===== config.mk =====
export PLATFORM = sky130hd
export DESIGN_NAME = perf_event_counter
export DESIGN_NICKNAME = d
export VERILOG_FILES = /design/src/rtl/perf_event_counter.sv
export SDC_FILE = /design/constraint.sdc
export NUM_CORES = 1
export LEC_CHECK = 0
export ABC_AREA = 1
export BUFFER_PORTS_ARGS = -buffer_cell sky130_fd_sc_hd__buf_2
export CORE_UTILIZATION = 66
export DETAILED_ROUTE_END_ITERATION = 6
export MAX_ROUTING_LAYER = met4
export PLACE_DENSITY = 0.86
export SYNTH_ARGS = -nofsm -noshare
export SYNTH_HDL_FRONTEND = slang
export SYNTH_SLANG_ARGS = --single-unit

===== constraint.sdc =====
create_clock -name clk_i -period 5.71 [get_ports clk_i]
set_input_delay 0 -clock clk_i [delete_from_list [all_inputs] [get_ports clk_i]]
set_output_delay 0 -clock clk_i [all_outputs]
set_load 0.01 [all_outputs]

===== src/rtl/perf_event_counter.sv =====
// Multi-channel pipeline event counter with a bounded run window, atomic
// snapshot into shadow registers and a registered indexed readout.
module perf_event_counter #(
    parameter int NUM_CH     = 4,
    parameter int CNT_W      = 32,
    parameter int MAX_CYCLES = 64,
    parameter int SATURATE   = 1,
    parameter int SEL_W      = (NUM_CH > 1) ? $clog2(NUM_CH) : 1
) (
    input  logic              clk_i,
    input  logic              rst_i,
    input  logic              start_i,
    input  logic              clear_i,
    input  logic [NUM_CH-1:0] event_i,
    input  logic              snap_i,
    input  logic [SEL_W-1:0]  rd_sel_i,
    output logic [CNT_W-1:0]  rd_data_o,
    output logic [CNT_W-1:0]  cycle_o,
    output logic [CNT_W-1:0]  snap_cycle_o,
    output logic [NUM_CH-1:0] ovf_o,
    output logic              running_o,
    output logic              done_o
);

    typedef enum logic [1:0] {
        S_IDLE = 2'd0,
        S_RUN  = 2'd1,
        S_DONE = 2'd2
    } state_t;

    localparam logic [CNT_W-1:0] ALL_ONES = '1;

    state_t           state_q, state_d;
    logic [CNT_W-1:0] cnt    [NUM_CH];
    logic [CNT_W-1:0] shadow [NUM_CH];
    logic [CNT_W-1:0] cycle_nxt;
    logic [CNT_W-1:0] rd_mux;
    logic             count_en;
    logic             hit_max;

    // Increment with the configured overflow policy.
    function automatic logic [CNT_W-1:0] bump(input logic [CNT_W-1:0] v);
        if (v == ALL_ONES) begin
            return (SATURATE != 0) ? v : '0;
        end
        return v + CNT_W'(1);
    endfunction

    assign count_en  = (state_q == S_RUN) && start_i;
    assign cycle_nxt = bump(cycle_o);
    // A window longer than the counter can represent simply never closes.
    assign hit_max   = (MAX_CYCLES != 0) && (64'(cycle_nxt) == 64'(MAX_CYCLES));

    always_comb begin
        state_d = state_q;
        if (clear_i) begin
            state_d = S_IDLE;
        end else begin
            case (state_q)
                S_IDLE:  if (start_i) state_d = S_RUN;
                S_RUN:   if (count_en && hit_max) state_d = S_DONE;
                S_DONE:  state_d = S_DONE;
                default: state_d = S_IDLE;
            endcase
        end
    end

    always_ff @(posedge clk_i or negedge rst_i) begin
        if (!rst_i) begin
            state_q <= S_IDLE;
        end else begin
            state_q <= state_d;
        end
    end

    assign running_o = (state_q == S_RUN);
    assign done_o    = (state_q == S_DONE);

    // Out-of-range selects fall through to zero.
    always_comb begin
        rd_mux = '0;
        for (int k = 0; k < NUM_CH; k++) begin
            if (rd_sel_i == SEL_W'(k)) rd_mux = shadow[k];
        end
    end

    // NOTE: the shadow array is architecturally visible through rd_data_o, so it
    // is reset like any other register rather than left as unreset storage.
    always_ff @(posedge clk_i or negedge rst_i) begin
        if (!rst_i) begin
            for (int k = 0; k < NUM_CH; k++) begin
                cnt[k]    <= '0;
                shadow[k] <= '0;
            end
            cycle_o      <= '0;
            snap_cycle_o <= '0;
            rd_data_o    <= '0;
            ovf_o        <= '0;
        end else if (clear_i) begin
            for (int k = 0; k < NUM_CH; k++) begin
                cnt[k]    <= '0;
                shadow[k] <= '0;
            end
            cycle_o      <= '0;
            snap_cycle_o <= '0;
            rd_data_o    <= '0;
            ovf_o        <= '0;
        end else begin
            // Snapshot takes the pre-increment values of this edge.
            if (snap_i) begin
                for (int k = 0; k < NUM_CH; k++) begin
                    shadow[k] <= cnt[k];
                end
                snap_cycle_o <= cycle_o;
            end
            if (count_en) begin
                cycle_o <= cycle_nxt;
                for (int k = 0; k < NUM_CH; k++) begin
                    if (event_i[k]) begin
                        cnt[k] <= bump(cnt[k]);
                        if (cnt[k] == ALL_ONES) ovf_o[k] <= 1'b1;
                    end
                end
            end
            rd_data_o <= rd_mux;
        end
    end

endmodule


# Yosys cells after proc, flatten, opt, wreduce, memory -nomap -nowiden
# Cells that the tools add are included.
[op_classes]
n_addsub = 5
n_eq_ne = 17
mux = 54
reduce_logical = 23
[op_table]
columns = ["op", "n"]
rows = [
  ["$mux 32", 19],
  ["$mux 128", 4],
  ["$add 32x1->32 const B", 5],
  ["$eq 32x32->1 const B", 5],
  ["$eq 32x7->1 const B", 1],
  ["$mux 1", 25],
  ["$reduce_and 3->1", 8],
  ["$reduce_bool 2->1", 10],
  ["$ne 3x3->1 const B", 5],
  ["$mux 4", 2],
  ["$eq 2x2->1 const B", 3],
  ["$mux 2", 3],
  ["$pmux 2 s3", 1],
  ["$eq 2x1->1 const B", 2],
  ["$logic_not 2->1", 2],
  ["$ne 3x2->1 const B", 1],
  ["$logic_and 1x1->1", 2],
  ["$reduce_and 2->1", 1],
]
[totals]
regBits = 358
inputBits = 11
out_inout_bits = 102
word_cells = 115

# Logic depth before layout (Yosys ltp)
# Gate-level depths: netlist of the first run.
[logic_depth]
depth_word = 9
ltp_mapped = 18
depth_no_buf = 17

# Worst setup path after synthesis of the first run
# Ideal clock, no wire load.
[synth_path]
path_type = "reg-to-reg"
startpoint = "register cycle_o[0]"
endpoint = "register state_q[0]"
setup_ns = 0.116
arrival_ns = 1.988
required_time_ns = 5.594
setup_slack_ns = 3.606
stages_incl_launch_ff = 17
path_buffers = 0
synth_period_minus_slack_ns = 2.104
cell_sequence = "dfrtp_1 ha_1 inv_2 nor2_4 nand2_4 nor2_8 nand2_4 nand2_1 nand3_1 nor2_1 nand3_1 nor2_1 nand2_1 nand2_2 nand2_2 nand2_1 nand2_1"
[synth_between]
elab_chain_len = 7
word_cells_on_any_way = 9
cone_classes = "add/sub (1); eq/ne (3); mux (3); reduce/logical (2)"
[synth_lines]
columns = ["element", "line_no", "text"]
rows = [
  ["start: declaration", "18", "output logic [CNT_W-1:0] cycle_o,"],
  ["start signal: assignment", "117", "cycle_o <= cycle_nxt;"],
  ["parallel branches: the longest is 2 deep, another holds $add 32x1->32", "--", ""],
  ["$mux 32 (*)", "46", "return v + CNT_W'(1);"],
  ["$eq 32x7->1 (*)", "52", "assign hit_max = (MAX_CYCLES != 0) && (64'(cycle_nxt) == 64'(MAX_CYCLES));"],
  ["$logic_and 1x1->1 (*)", "61", "S_RUN: if (count_en && hit_max) state_d = S_DONE;"],
  ["$ne 3x2->1 (no line) (*)", "--", ""],
  ["$reduce_and 2->1 (no line) (*)", "--", ""],
  ["end signal: assignment", "72", "state_q <= state_d;"],
  ["end: declaration", "33", "state_t state_q, state_d;"],
]
# Mark *: on every way between the ends. The select of a mux whose other input is x is not followed.
# A chain may end at the register's enable or synchronous reset.

# Final worst setup path of the first run
[layout_path]
startpoint = "register state_q[1]"
endpoint = "register cycle_o[21]"
[layout_between]
elab_chain_len = 3
[layout_lines]
columns = ["element", "line_no", "text"]
rows = [
  ["$eq 2x1->1", "49", "assign count_en = (state_q == S_RUN) && start_i;"],
  ["$logic_and 1x1->1", "49", ""],
  ["$reduce_bool 2->1 (no line)", "--", ""],
]
# No other way between the ends.

==> implementation parameters, run 1 <==
Parameter                              Value

Synth
  Synth Cell Area ... 0.0178 mm²
  Most used flip-flop cell after synthesis ... sky130_fd_sc_hd__dfrtp_1
  Share of the yosys chip area belonging to registers ... 50.3%
  Number of distinct library cells after synthesis ... 48
  Cell accounting for the most synthesized area ... sky130_fd_sc_hd__dfrtp_1
  Synthesis warning total ... 0
  Post-synth top cells ... 400 x sky130_fd_sc_hd__inv_1, 364 x sky130_fd_sc_hd__nand2_1, 358 x sky130_fd_sc_hd__dfrtp_1
  Synth Instances ... 2196
  Library cell with the highest instance count after synthesis ... sky130_fd_sc_hd__inv_1
  Number of flops mapped to enable cells by yosys ... 0
  Synth Net Count ... between 2000 and 2500
  Area share of the largest cell type after synthesis ... between 50% and 60%
  FFs w/ async S/R, synth ... 100%
  Post-synthesis average cell area ... 8.11 µm²
  Yosys reg bits ... 358
  Top post-synthesis cells by area ... sky130_fd_sc_hd__dfrtp_1 50%, sky130_fd_sc_hd__inv_1 8.4%, sky130_fd_sc_hd__nand2_1 7.7%, sky130_fd_sc_hd__o22ai_1 5.2%, sky130_fd_sc_hd__o21ai_0 4.5%

Timing
  Slew Limit Fails ... 0
  Slew headroom ... 24.4%
  Unrepaired setup endpoints after global routing ... false
  Minimum clock period ... ~2.7 ns
  Final-layout worst hold slack ... 0.0876 ns
  Final setup violation count ... 0
  Final TNS setup ... 0 ns
  Worst clock skew ... 0.0179 ns
  Maximum frequency from static timing analysis ... 366 MHz
  Slew at the pin closest to its max-slew limit ... 1.13 ns
  Final Hold Viols ... 0
  Fin crit share ... around 48%

Drt
  Vias after detailed routing ... 16100
  Post-detailed-route count of antenna-violating nets ... 0
  Total wirelength of the detailed-routed design ... 51400 µm
  Number of detailed-routing iterations run before antenna repair ... 7
  Wire length per cell after detailed routing ... 19.4 µm
  Average via count per standard cell ... 6.10
  DRC Markers ... 10
  DR iter-0 viols ... 1935

Critical path
  Arrival time at the worst endpoint ... 3.15 ns
  Endpoint kind of the worst setup timing path ... flip-flop
  Setup CP Type ... flip-flop to flip-flop
  Sequence of cells on the critical path ... inv_1 > ha_1 > nand2_1 > nor2_1 > clkinv_1 > o22ai_1
  Required time of the critical path ... 6.12 ns
  Slowest Stage Delay on Critical Path ... 0.79 ns
  Max stage delay cell, worst path ... sky130_fd_sc_hd__clkinv_1
  Top fanout value on the critical path ... 17
  Worst setup SP type ... flip-flop

Floorplan
  Floorplan die width ... ~170 µm
  Die Ht ... 166 µm
  Site Rows ... 59
  Die Outline Area ... 0.0276 mm²
  Starting density of the core ... 67.7%
  Number of primary I/O pins ... ~110
  Core Region ... 0.0263 mm²

Power
  Relative contribution of combinational cells to total power ... 6.5%
  Power share of the sequential group ... 47.8%
  Switching power ... 1.32 mW
  VDD IR max ... 0.252 mV
  Power density over cell area ... 272 mW/mm²
  Net switching share of the total power ... 24.5%
  Clk network pwr share ... 45.7%
  Internal power component ... between 4 and 5 mW
  Leakage power figure ... 8.78 nW

Clock network
  Clock net sink count ... 358
  Root buffer selected by CTS ... sky130_fd_sc_hd__clkbuf_16
  CTS tree ... yes
  Number of buffers between clock root and the deepest sink ... 3
  Htree depth ... 2
  Clock latency on the worst-skew pair ... ~0.54 ns
  Clock Pin Slew Worst Setup and Hold Paths ... 0.06 ns
  Number of clock buffers inserted by TritonCTS ... 38

Global route
  Number of antenna violations at the first check in global routing ... 1
  Via count of the first global-routing pass ... about 15000
  Residual overflow from global routing ... 0
  Global-route total usage across every layer ... 38.9%
  First-pass GRT wire length ... 82200 µm
  Largest net degree at the start of global routing ... 137

Placed design
  Post-DP HPWL ... between 30000 and 40000 µm
  Global placement routability congestion ... 0.995
  Count of input and output buffers ... 112

Run status
  Outcome ... finished with violations
  Violations in the final reports ... DRC

Flow run
  Number of violations of the max-capacitance limit ... 0

Final layout
  Synth-to-layout area growth ... 11.3%
  Layout net count ... approximately 2300
  Share of final-layout standard cells stronger than drive strength 1 ... 11.0%
  Filler cells ... between 1500 and 2000

Worst hold path
  Hold crit path type ... input pin to async pin
per-stage QoR:
stage	setup WS (ns)	power, mW	instance area [µm²]	utilization, %	instances
after floorplan	3.61	2.81	17800	-	2196
after global placement	3.06	2.96	18500	70.5	2568
after detailed placement	2.97	2.97	18500	70.5	2568
after CTS	3.11	5.41	19800	75.4	2641
after global routing	2.85	5.54	19800	75.4	2642
final	2.98	5.40	19800	75.4	2642
per-layer routing:
layer	GRT usage (%)	wire length [µm]	up-vias
li1	-	-	7453
met1	52.9	21300	7706
met2	58.6	23500	819
met3	6.24	4290	128
met4	16.6	2280	0
met5	-	0	-
registers in the layout (all words and copies together) (netlist names):
| signal | flops |
|---|---|
| cnt | 128 |
| snap_cycle_o | 32 |
| cycle_o | 32 |
| ovf_o | 4 |
| rd_data_o | 32 |
| state_q | 2 |
| shadow | 128 |
worst max-delay path, delay by kind of cell (launching register included):
family                   cells  cell delay, ns
AO/OA/AOI/OAI                1            0.31
flip-flops                   1            0.42
AND/OR/NAND/NOR              2            0.82
buffers and inverters        2            0.89
adder cells (fa/ha/maj)      1            0.19
path summary, 6_finish.rpt:
path | start | endpoint | slack, ns | cells after the start
min reg2reg | cnt[34] | cnt[34] | 0.46 | 1
max in group asynchronous | rst_i | cnt[51] | 4.20 | 3
min in group clk_i | snap_i | shadow[113] | 0.12 | 4
min | rst_i | snap_cycle_o[3] | 0.09 | 2
max | state_q[1] | cycle_o[21] | 2.98 | 6
max reg2reg | state_q[1] | cycle_o[21] | 2.98 | 6
what timing repair did:
action,in CTS,in global routing
setup buffers,0,0
setup endpoints to repair,0,0
hold buffers,6,0
endpoints found under the hold margin,104,0
resized for setup,0,0
cell families after synthesis:
| kind of cell | Yosys count | share of synthesized area, % |
|---|---|---|
| adders and majority gates | 8 | 0.562 |
| buffers and inverters | 500 | 10.9 |
| AOI/OAI and AO/OA | 498 | 16.5 |
| xor gates and xnor gates | 22 | 1.08 |
| and+or+nand+nor | 810 | 20.7 |
| DFF | 358 | 50.3 |
power by group through the flow:
stage	logic (mW)	clock network (mW)	registers, mW
finish	0.352	2.47	2.58
global route	0.382	2.58	2.58
CTS	0.348	2.48	2.58
detailed placement	0.343	0	2.62
global placement	0.336	0	2.62
floorplan	0.189	0	2.63
layout by cell type (no fill, tap or decap), types with 13 or more instances in the layout:
master / n
sky130_fd_sc_hd__inv_1: 400
sky130_fd_sc_hd__nand2_1: 363
sky130_fd_sc_hd__dfrtp_1: 358
sky130_fd_sc_hd__nor2_1: 161
sky130_fd_sc_hd__o21ai_0: 159
sky130_fd_sc_hd__o22ai_1: 149
sky130_fd_sc_hd__buf_2: 111
sky130_fd_sc_hd__nand3_1: 104
sky130_fd_sc_hd__a21oi_1: 92
sky130_fd_sc_hd__nor3_1: 62
sky130_fd_sc_hd__nand4_1: 48
sky130_fd_sc_hd__clkbuf_16: 38
sky130_fd_sc_hd__o211ai_1: 32
sky130_fd_sc_hd__xor2_1: 21
sky130_fd_sc_hd__o221ai_1: 17
sky130_fd_sc_hd__o21a_1: 16
sky130_fd_sc_hd__nor2_2: 15
sky130_fd_sc_hd__nand2_2: 13
cell type report:
class	count	area (µm²)	area share (%)
diodes	1	2.50	0.0126
clock buffers	53	1100	5.53
clock inverters	14	149	0.751
inverters	416	1570	7.91
multi-input cells	1338	6920	34.9
flip-flops and latches	358	8960	45.2
well taps	335	419	2.11
repair buffers	127	711	3.58
(Power assumes the default switching activity.)
==> run 2, diff against run 1 <==
--- a/config.mk
+++ b/config.mk
@@ -7,10 +7,10 @@
 export LEC_CHECK = 0
 export ABC_AREA = 1
 export BUFFER_PORTS_ARGS = -buffer_cell sky130_fd_sc_hd__buf_2
-export CORE_UTILIZATION = 66
+export CORE_UTILIZATION = 61
 export DETAILED_ROUTE_END_ITERATION = 6
 export MAX_ROUTING_LAYER = met4
-export PLACE_DENSITY = 0.86
+export PLACE_DENSITY = 0.8
 export SYNTH_ARGS = -nofsm -noshare
 export SYNTH_HDL_FRONTEND = slang
 export SYNTH_SLANG_ARGS = --single-unit
==> constraint.sdc (replaced) <==
create_clock -name clk_i -period 2.8 [get_ports clk_i]
set_input_delay 0 -clock clk_i [delete_from_list [all_inputs] [get_ports clk_i]]
set_output_delay 0 -clock clk_i [all_outputs]
set_load 0.01 [all_outputs]
==> implementation parameters, run 2 (same netlist as run 1, synthesis figures left out) <==
Parameter                              Value

Run status
  Outcome ... finished clean (was finished with violations)

Timing
  Final setup violation count ... 0 (unchanged)
  Final TNS setup ... 0 ns (unchanged)
  Slew Limit Fails ... 0 (unchanged)
  Unrepaired setup endpoints after global routing ... false (unchanged)
  Minimum clock period ... 2.56 ns (was 2.73 ns)
  Slew at the pin closest to its max-slew limit ... 0.844 ns (was 1.13 ns)
  Slew headroom ... 43.7% (was 24.4%)
  Fin crit share ... 91.4% (was 47.9%)
  Worst clock skew ... 0.0140 ns (was 0.0179 ns)
  Final Hold Viols ... 0 (unchanged)
  Maximum frequency from static timing analysis ... 391 MHz (was 366 MHz)

Critical path
  Arrival time at the worst endpoint ... 2.99 ns (was 3.15 ns)
  Endpoint kind of the worst setup timing path ... flip-flop (unchanged)
  Top fanout value on the critical path ... 23 (was 17)
  Setup CP Type ... flip-flop to flip-flop (unchanged)
  Destination of the worst register-to-register timing path ... state_q[1] (was cycle_o[21])
  Worst setup SP type ... flip-flop (unchanged)
  R2r startpoint ... cycle_o[1] (was state_q[1])
  Internal reg-to-reg setup slack ... 0.24 ns (was 2.98 ns)
  Required time of the critical path ... 3.23 ns (was 6.12 ns)
  Logic depth of the worst register-to-register path ... 16 (was 6)

Clock network
  CTS tree ... yes (unchanged)
  Post-CTS Setup Inserts ... 0 (unchanged)
  Clock Pin Slew Worst Setup and Hold Paths ... 0.06 ns (about the same)
  Root buffer selected by CTS ... sky130_fd_sc_hd__clkbuf_16 (unchanged)
  Hold bufs inserted after CTS ... 7 (was 6)
  Clock latency on the worst-skew pair ... 0.54 ns (about the same)
  Clock net sink count ... 358 (unchanged)
  Number of clock buffers inserted by TritonCTS ... 39 (was 38)
  Number of resized instances in the post-cts repair step ... 0 (unchanged)
  Number of buffers between clock root and the deepest sink ... 3 (unchanged)
  Htree depth ... 2 (unchanged)

Drt
  DRC Markers ... 0 (was 10)
  Vias after detailed routing ... 16100 (about the same)
  Total wirelength of the detailed-routed design ... 54000 µm (was 51400 µm)
  Post-detailed-route count of antenna-violating nets ... 0 (unchanged)
  Number of detailed-routing iterations run before antenna repair ... 6 (was 7)
  DR iter-0 viols ... 1864 (was 1935)
  Average via count per standard cell ... 5.93 (was 6.10)
  Wire length per cell after detailed routing ... 19.9 µm (was 19.4 µm)

Placed design
  Global placement routability congestion ... 0.996 (was 0.995)
  Count of input and output buffers ... 112 (unchanged)
  Area after detailed placement ... 0.0188 mm² (was 0.0185 mm²)
  Cell count after placement ... 2638 (was 2568)
  Post-DP HPWL ... 38600 µm (was 36000 µm)

Global route
  Via count of the first global-routing pass ... 15600 (was 15100)
  Residual overflow from global routing ... 0 (unchanged)
  Number of antenna violations at the first check in global routing ... 0 (was 1)
  First-pass GRT wire length ... 86100 µm (was 82200 µm)
  Largest net degree at the start of global routing ... 97 (was 137)
  Global-route total usage across every layer ... 37.7% (was 38.9%)

Floorplan
  Starting density of the core ... 62.0% (was 67.7%)
  Core Region ... 0.0287 mm² (was 0.0263 mm²)
  Die Outline Area ... 0.0299 mm² (was 0.0276 mm²)
  Die Ht ... 173 µm (was 166 µm)
  Number of primary I/O pins ... 113 (unchanged)
  Floorplan die width ... 173 µm (was 166 µm)
  Site Rows ... 62 (was 59)

Final layout
  Biggest regs ... cnt (128), shadow (128) (unchanged)
  Post-route design area ... 0.0202 mm² (was 0.0198 mm²)
  Most common cell after layout, fill and taps aside ... sky130_fd_sc_hd__inv_1 (unchanged)
  Share of final-layout standard cells stronger than drive strength 1 ... 11.8% (was 11.0%)
  Multi-input gate area in the final layout ... 0.00692 mm² (unchanged)
  Total area of sequential cells ... 0.00896 mm² (unchanged)
  Final Non-Filler Cells ... 2716 (was 2642)
  Leading cell types in the layout, fill and taps excluded ... 400 x sky130_fd_sc_hd__inv_1, 363 x sky130_fd_sc_hd__nand2_1, 358 x sky130_fd_sc_hd__dfrtp_1, 161 x sky130_fd_sc_hd__nor2_1, 159 x sky130_fd_sc_hd__o21ai_0 (unchanged)
  Layout net count ... 2321 (was 2298)
  Diodes inserted ... 0 (was 1)
  Synth-to-layout area growth ... 13.2% (was 11.3%)
  Filler cells ... 2351 (was 1944)

Worst hold path
  Hold crit path type ... input pin to async pin (unchanged)

Power
  VDD IR max ... 0.463 mV (was 0.252 mV)
  Leakage power figure ... 8.93 nW (was 8.78 nW)
  Power density over cell area ... 563 mW/mm² (was 272 mW/mm²)
  Total power draw ... 11.3 mW (was 5.40 mW)

Flow run
  Number of violations of the max-capacitance limit ... 0 (unchanged)
run 2: where the power goes:
group	total [mW]	leakage [nW]	switching [mW]	internal, mW
combinational	0.758	3.31	0.576	0.182
sequential	5.25	4.99	0.0324	5.22
clock	5.33	0.640	2.18	3.15
total	11.3	8.93	2.79	8.55
run 2: layout make-up:
cell class                      count  share of cell area (%)
Multi-Input combinational cell   1338                    34.3
Clock inverter                     18                    1.09
Inverter                          416                    7.78
Clock buffer                       53                    5.46
Tap cell                          384                    2.38
Timing Repair Buffer              149                    4.54
Sequential cell                   358                    44.4
run 2: per-stage QoR:
step                setup WS, ns  util, %  hold WS, ns
detailed placement         0.329     65.4       0.0186
floorplan                  0.696        -       -0.296
CTS                        0.307     70.2       0.0217
global route              0.0607     70.2       0.0554
global placement           0.353     65.4       0.0224
finish                     0.240     70.2       0.0210
run 2: metal layers:
metal	wire, µm	global-route usage, %	vias up
li1	-	-	7479
met1	23000	52.0	7716
met2	25000	57.7	772
met3	3990	4.62	129
met4	2070	13.6	0
met5	0	-	-
run 2: critical path: stages (launching register included):
cell and delay (ns):
sky130_fd_sc_hd__dfrtp_1 0.46, sky130_fd_sc_hd__ha_1 0.36, sky130_fd_sc_hd__inv_2 0.11, sky130_fd_sc_hd__nor2_4 0.16
sky130_fd_sc_hd__nand2_4 0.09, sky130_fd_sc_hd__nor2_8 0.19, sky130_fd_sc_hd__nand2_4 0.17, sky130_fd_sc_hd__inv_6 0.23
sky130_fd_sc_hd__nor2_1 0.11, sky130_fd_sc_hd__nand2_1 0.08, sky130_fd_sc_hd__nor2_1 0.04, sky130_fd_sc_hd__nand2_1 0.08
sky130_fd_sc_hd__nor2_1 0.07, sky130_fd_sc_hd__nand2_1 0.08, sky130_fd_sc_hd__nand2_2 0.07, sky130_fd_sc_hd__nand3_1 0.08
sky130_fd_sc_hd__nand2_1 0.06
run 2: how the worst max path moves through the flow:
stage | from | end | cells past startpoint
after floorplan | cycle_o[0] | state_q[0] | 16
after global placement | cycle_o[1] | state_q[1] | 16
after detailed placement | cycle_o[1] | state_q[1] | 16
after CTS | cycle_o[1] | state_q[1] | 16
after global routing | cycle_o[1] | state_q[0] | 16
final | cycle_o[1] | state_q[1] | 16
==> run 3, diff against run 2 <==
--- a/config.mk
+++ b/config.mk
@@ -11,6 +11,7 @@
 export DETAILED_ROUTE_END_ITERATION = 6
 export MAX_ROUTING_LAYER = met4
 export PLACE_DENSITY = 0.8
+export RECOVER_POWER = 100
 export SYNTH_ARGS = -nofsm -noshare
 export SYNTH_HDL_FRONTEND = slang
 export SYNTH_SLANG_ARGS = --single-unit
==> constraint.sdc (replaced) <==
create_clock -name clk_i -period 2.5 [get_ports clk_i]
set_input_delay 0 -clock clk_i [delete_from_list [all_inputs] [get_ports clk_i]]
set_output_delay 0 -clock clk_i [all_outputs]
set_load 0.01 [all_outputs]
==> implementation parameters, run 3 (same netlist as run 1, synthesis figures left out) <==
Parameter                              Value

Timing
  Minimum setup slack in the final design ... 0.143 ns (was 0.240 ns)
  Final Hold Viols ... 0 (unchanged)
  Final-layout worst hold slack ... 0.231 ns (was 0.0210 ns)
  Minimum clock period ... 2.36 ns
  Maximum frequency from static timing analysis ... between 400 and 500 MHz
  Final setup violation count ... 0 (unchanged)
  Slew headroom ... -44.8% (was 43.7%)
  Fin crit share ... a little over nine tenths
  Slew at the pin closest to its max-slew limit ... 2.17 ns (was 0.844 ns)
  Worst clock skew ... 0.0135 ns (was 0.0140 ns)
  Slew Limit Fails ... 76 (was 0)

Drt
  Wire length per cell after detailed routing ... 19.9 µm (about the same)
  DRC Markers ... 0 (unchanged)
  Number of detailed-routing iterations run before antenna repair ... 6 (unchanged)
  Average via count per standard cell ... 6.00 (was 5.93)
  Vias after detailed routing ... 16300 (was 16100)
  Total wirelength of the detailed-routed design ... 54100 µm (was 54000 µm)
  DR iter-0 viols ... 1894 (was 1864)
  Post-detailed-route count of antenna-violating nets ... 0 (unchanged)

Global route
  Global-route met2 utilization ... 58.5% (was 57.7%)
  Largest net degree at the start of global routing ... 97 (unchanged)
  First-pass GRT wire length ... 85700 µm (was 86100 µm)
  Number of antenna violations at the first check in global routing ... 1 (was 0)
  Busiest grt layer ... met2 (unchanged)
  Met3 Usage GRT ... 5.28% (was 4.62%)
  Met1 track demand over resource in global routing ... 50.3% (was 52.0%)
  Via count of the first global-routing pass ... 15600 (about the same)
  Residual overflow from global routing ... 0 (unchanged)
  Global-route total usage across every layer ... 37.5% (was 37.7%)

Final layout
  Synth-to-layout area growth ... 12.6% (was 13.2%)
  Biggest regs ... cnt (128), shadow (128) (unchanged)
  Multi-input gate area in the final layout ... 0.00693 mm² (was 0.00692 mm²)
  Most common cell after layout, fill and taps aside ... sky130_fd_sc_hd__inv_1 (unchanged)
  Layout net count ... 2325 (was 2321)
  Share of final-layout standard cells stronger than drive strength 1 ... 7.68% (was 11.8%)
  Filler cells ... 2371 (was 2351)
  Final Non-Filler Cells ... 2715 (was 2716)
  Total area of sequential cells ... 0.00896 mm² (about the same)
  Leading cell types in the layout, fill and taps excluded ... 399 x sky130_fd_sc_hd__inv_1, 365 x sky130_fd_sc_hd__nand2_1, 357 x sky130_fd_sc_hd__dfrtp_1, 161 x sky130_fd_sc_hd__nor2_1, 160 x sky130_fd_sc_hd__o21ai_0 (was 400 x sky130_fd_sc_hd__inv_1, 363 x sky130_fd_sc_hd__nand2_1, 358 x sky130_fd_sc_hd__dfrtp_1, 161 x sky130_fd_sc_hd__nor2_1, 159 x sky130_fd_sc_hd__o21ai_0)

Critical path
  Max stage delay cell, worst path ... sky130_fd_sc_hd__or2_2 (was sky130_fd_sc_hd__dfrtp_1)
  Worst setup SP type ... input pin (was flip-flop)
  Required time of the critical path ... 2.89 ns (was 3.23 ns)
  Sequence of cells on the critical path ... dlygate4sd3_1 > clkbuf_1 > or2_2 > buf_6 > o21ai_0 (was ha_1 > inv_2 > nor2_4 > nand2_4 > nor2_8 > nand2_4 > inv_6 > nor2_1 > nand2_1 > nor2_1 > nand2_1 > nor2_1 > nand2_1 > nand2_2 > nand3_1 > nand2_1)
  Top fanout value on the critical path ... 56 (was 23)
  Arrival time at the worst endpoint ... 2.75 ns (was 2.99 ns)
  Setup CP Type ... input pin to flip-flop (was flip-flop to flip-flop)
  Slowest Stage Delay on Critical Path ... 1.00 ns (was 0.46 ns)
  Endpoint kind of the worst setup timing path ... flip-flop (unchanged)

Floorplan
  Core Region ... 0.0287 mm² (unchanged)
  Floorplan die width ... 173 µm (unchanged)
  Number of primary I/O pins ... 113 (unchanged)
  Starting density of the core ... 62.0% (unchanged)
  Site Rows ... 62 (unchanged)
  Die Ht ... 173 µm (unchanged)
  Die Outline Area ... 0.0299 mm² (unchanged)

Run status
  Violations in the final reports ... capacitance limit, slew limit
  Outcome ... finished with violations (was finished clean)

Flow run
  Number of violations of the max-capacitance limit ... 1 (was 0)

Placed design
  Global placement routability congestion ... 1.02 (was 0.996)
  Cell count after placement ... 2642 (was 2638)
  Post-DP HPWL ... 38600 µm (about the same)
  Worst slack after detailed placement ... 0.174 ns (was 0.329 ns)
  Count of input and output buffers ... 112 (unchanged)

Clock network
  CTS tree ... yes (unchanged)
  Post-CTS Setup Inserts ... 0 (unchanged)
  Clock Pin Slew Worst Setup and Hold Paths ... 0.06 ns (about the same)
  Htree depth ... 2 (unchanged)
  Number of clock buffers inserted by TritonCTS ... 38 (was 39)
  Number of buffers between clock root and the deepest sink ... 3 (unchanged)
  Root buffer selected by CTS ... sky130_fd_sc_hd__clkbuf_16 (unchanged)
  Clock net sink count ... 358 (unchanged)
  Clock latency on the worst-skew pair ... 0.53 ns (was 0.54 ns)

Power
  Power density over cell area ... 631 mW/mm² (was 563 mW/mm²)
  Leakage power figure ... 8.52 nW (was 8.93 nW)
  Total power draw ... 12.7 mW (was 11.3 mW)
  VDD IR max ... 0.561 mV (was 0.463 mV)

Worst hold path
  Hold crit path type ... input pin to flip-flop (was input pin to async pin)
-- run 3: layer usage --
metal	wire length, µm	share of wire [%]
met2	25300	47
met4	2130	3.9
met5	0	0
met3	4320	8.0
met1	22300	41
-- run 3: path summary, 6_finish.rpt --
path / from / end / slack (ns) / depth (start not counted)
min in group asynchronous: rst_i / cycle_o[25] / 0.66 / 2
worst max-delay path: snap_i / shadow[15] / 0.14 / 5
worst min-delay path: rd_sel_i[1] / rd_data_o[29] / 0.23 / 5
worst min register to register: cnt[34] / cnt[34] / 0.47 / 1
max in group asynchronous: rst_i / shadow[99] / 0.44 / 3
worst max register to register: cycle_o[1] / state_q[0] / 0.16 / 16
-- run 3: worst max-delay path, delay by kind of cell --
kind / cells / cell delay, ns
simple gates: 1 / 1.00
buf+inv: 3 / 1.54
compound gates: 1 / 0.17
-- run 3: cell type report --
type	instances	area share (%)
Multi-Input combinational cell	1338	34.6
Sequential cell	358	44.7
Antenna cell	1	0.0125
Clock inverter	20	1.42
Tap cell	384	2.40
Inverter	416	7.82
Timing Repair Buffer	154	4.06
Clock buffer	44	5.05
-- run 3: what timing repair did --
action                                  CTS  global route
endpoints found under the setup margin    0            12
hold buffers                              8             0
endpoints found under the hold margin   104             0
resized for setup                         0             9
-- run 3: through the flow --
stage	utilization (%)	cell area, µm²	TNS, ns
after CTS	70.4	20200	0
after detailed placement	65.6	18800	0
after global routing	69.9	20100	-0.0210
after floorplan	-	17800	0
after global placement	65.6	18800	0
final	69.9	20100	0
-- run 3: power by group --
group	switching, mW	internal, mW
Clock	2.38	3.54
Combinational	0.655	0.204
Sequential	0.0390	5.84
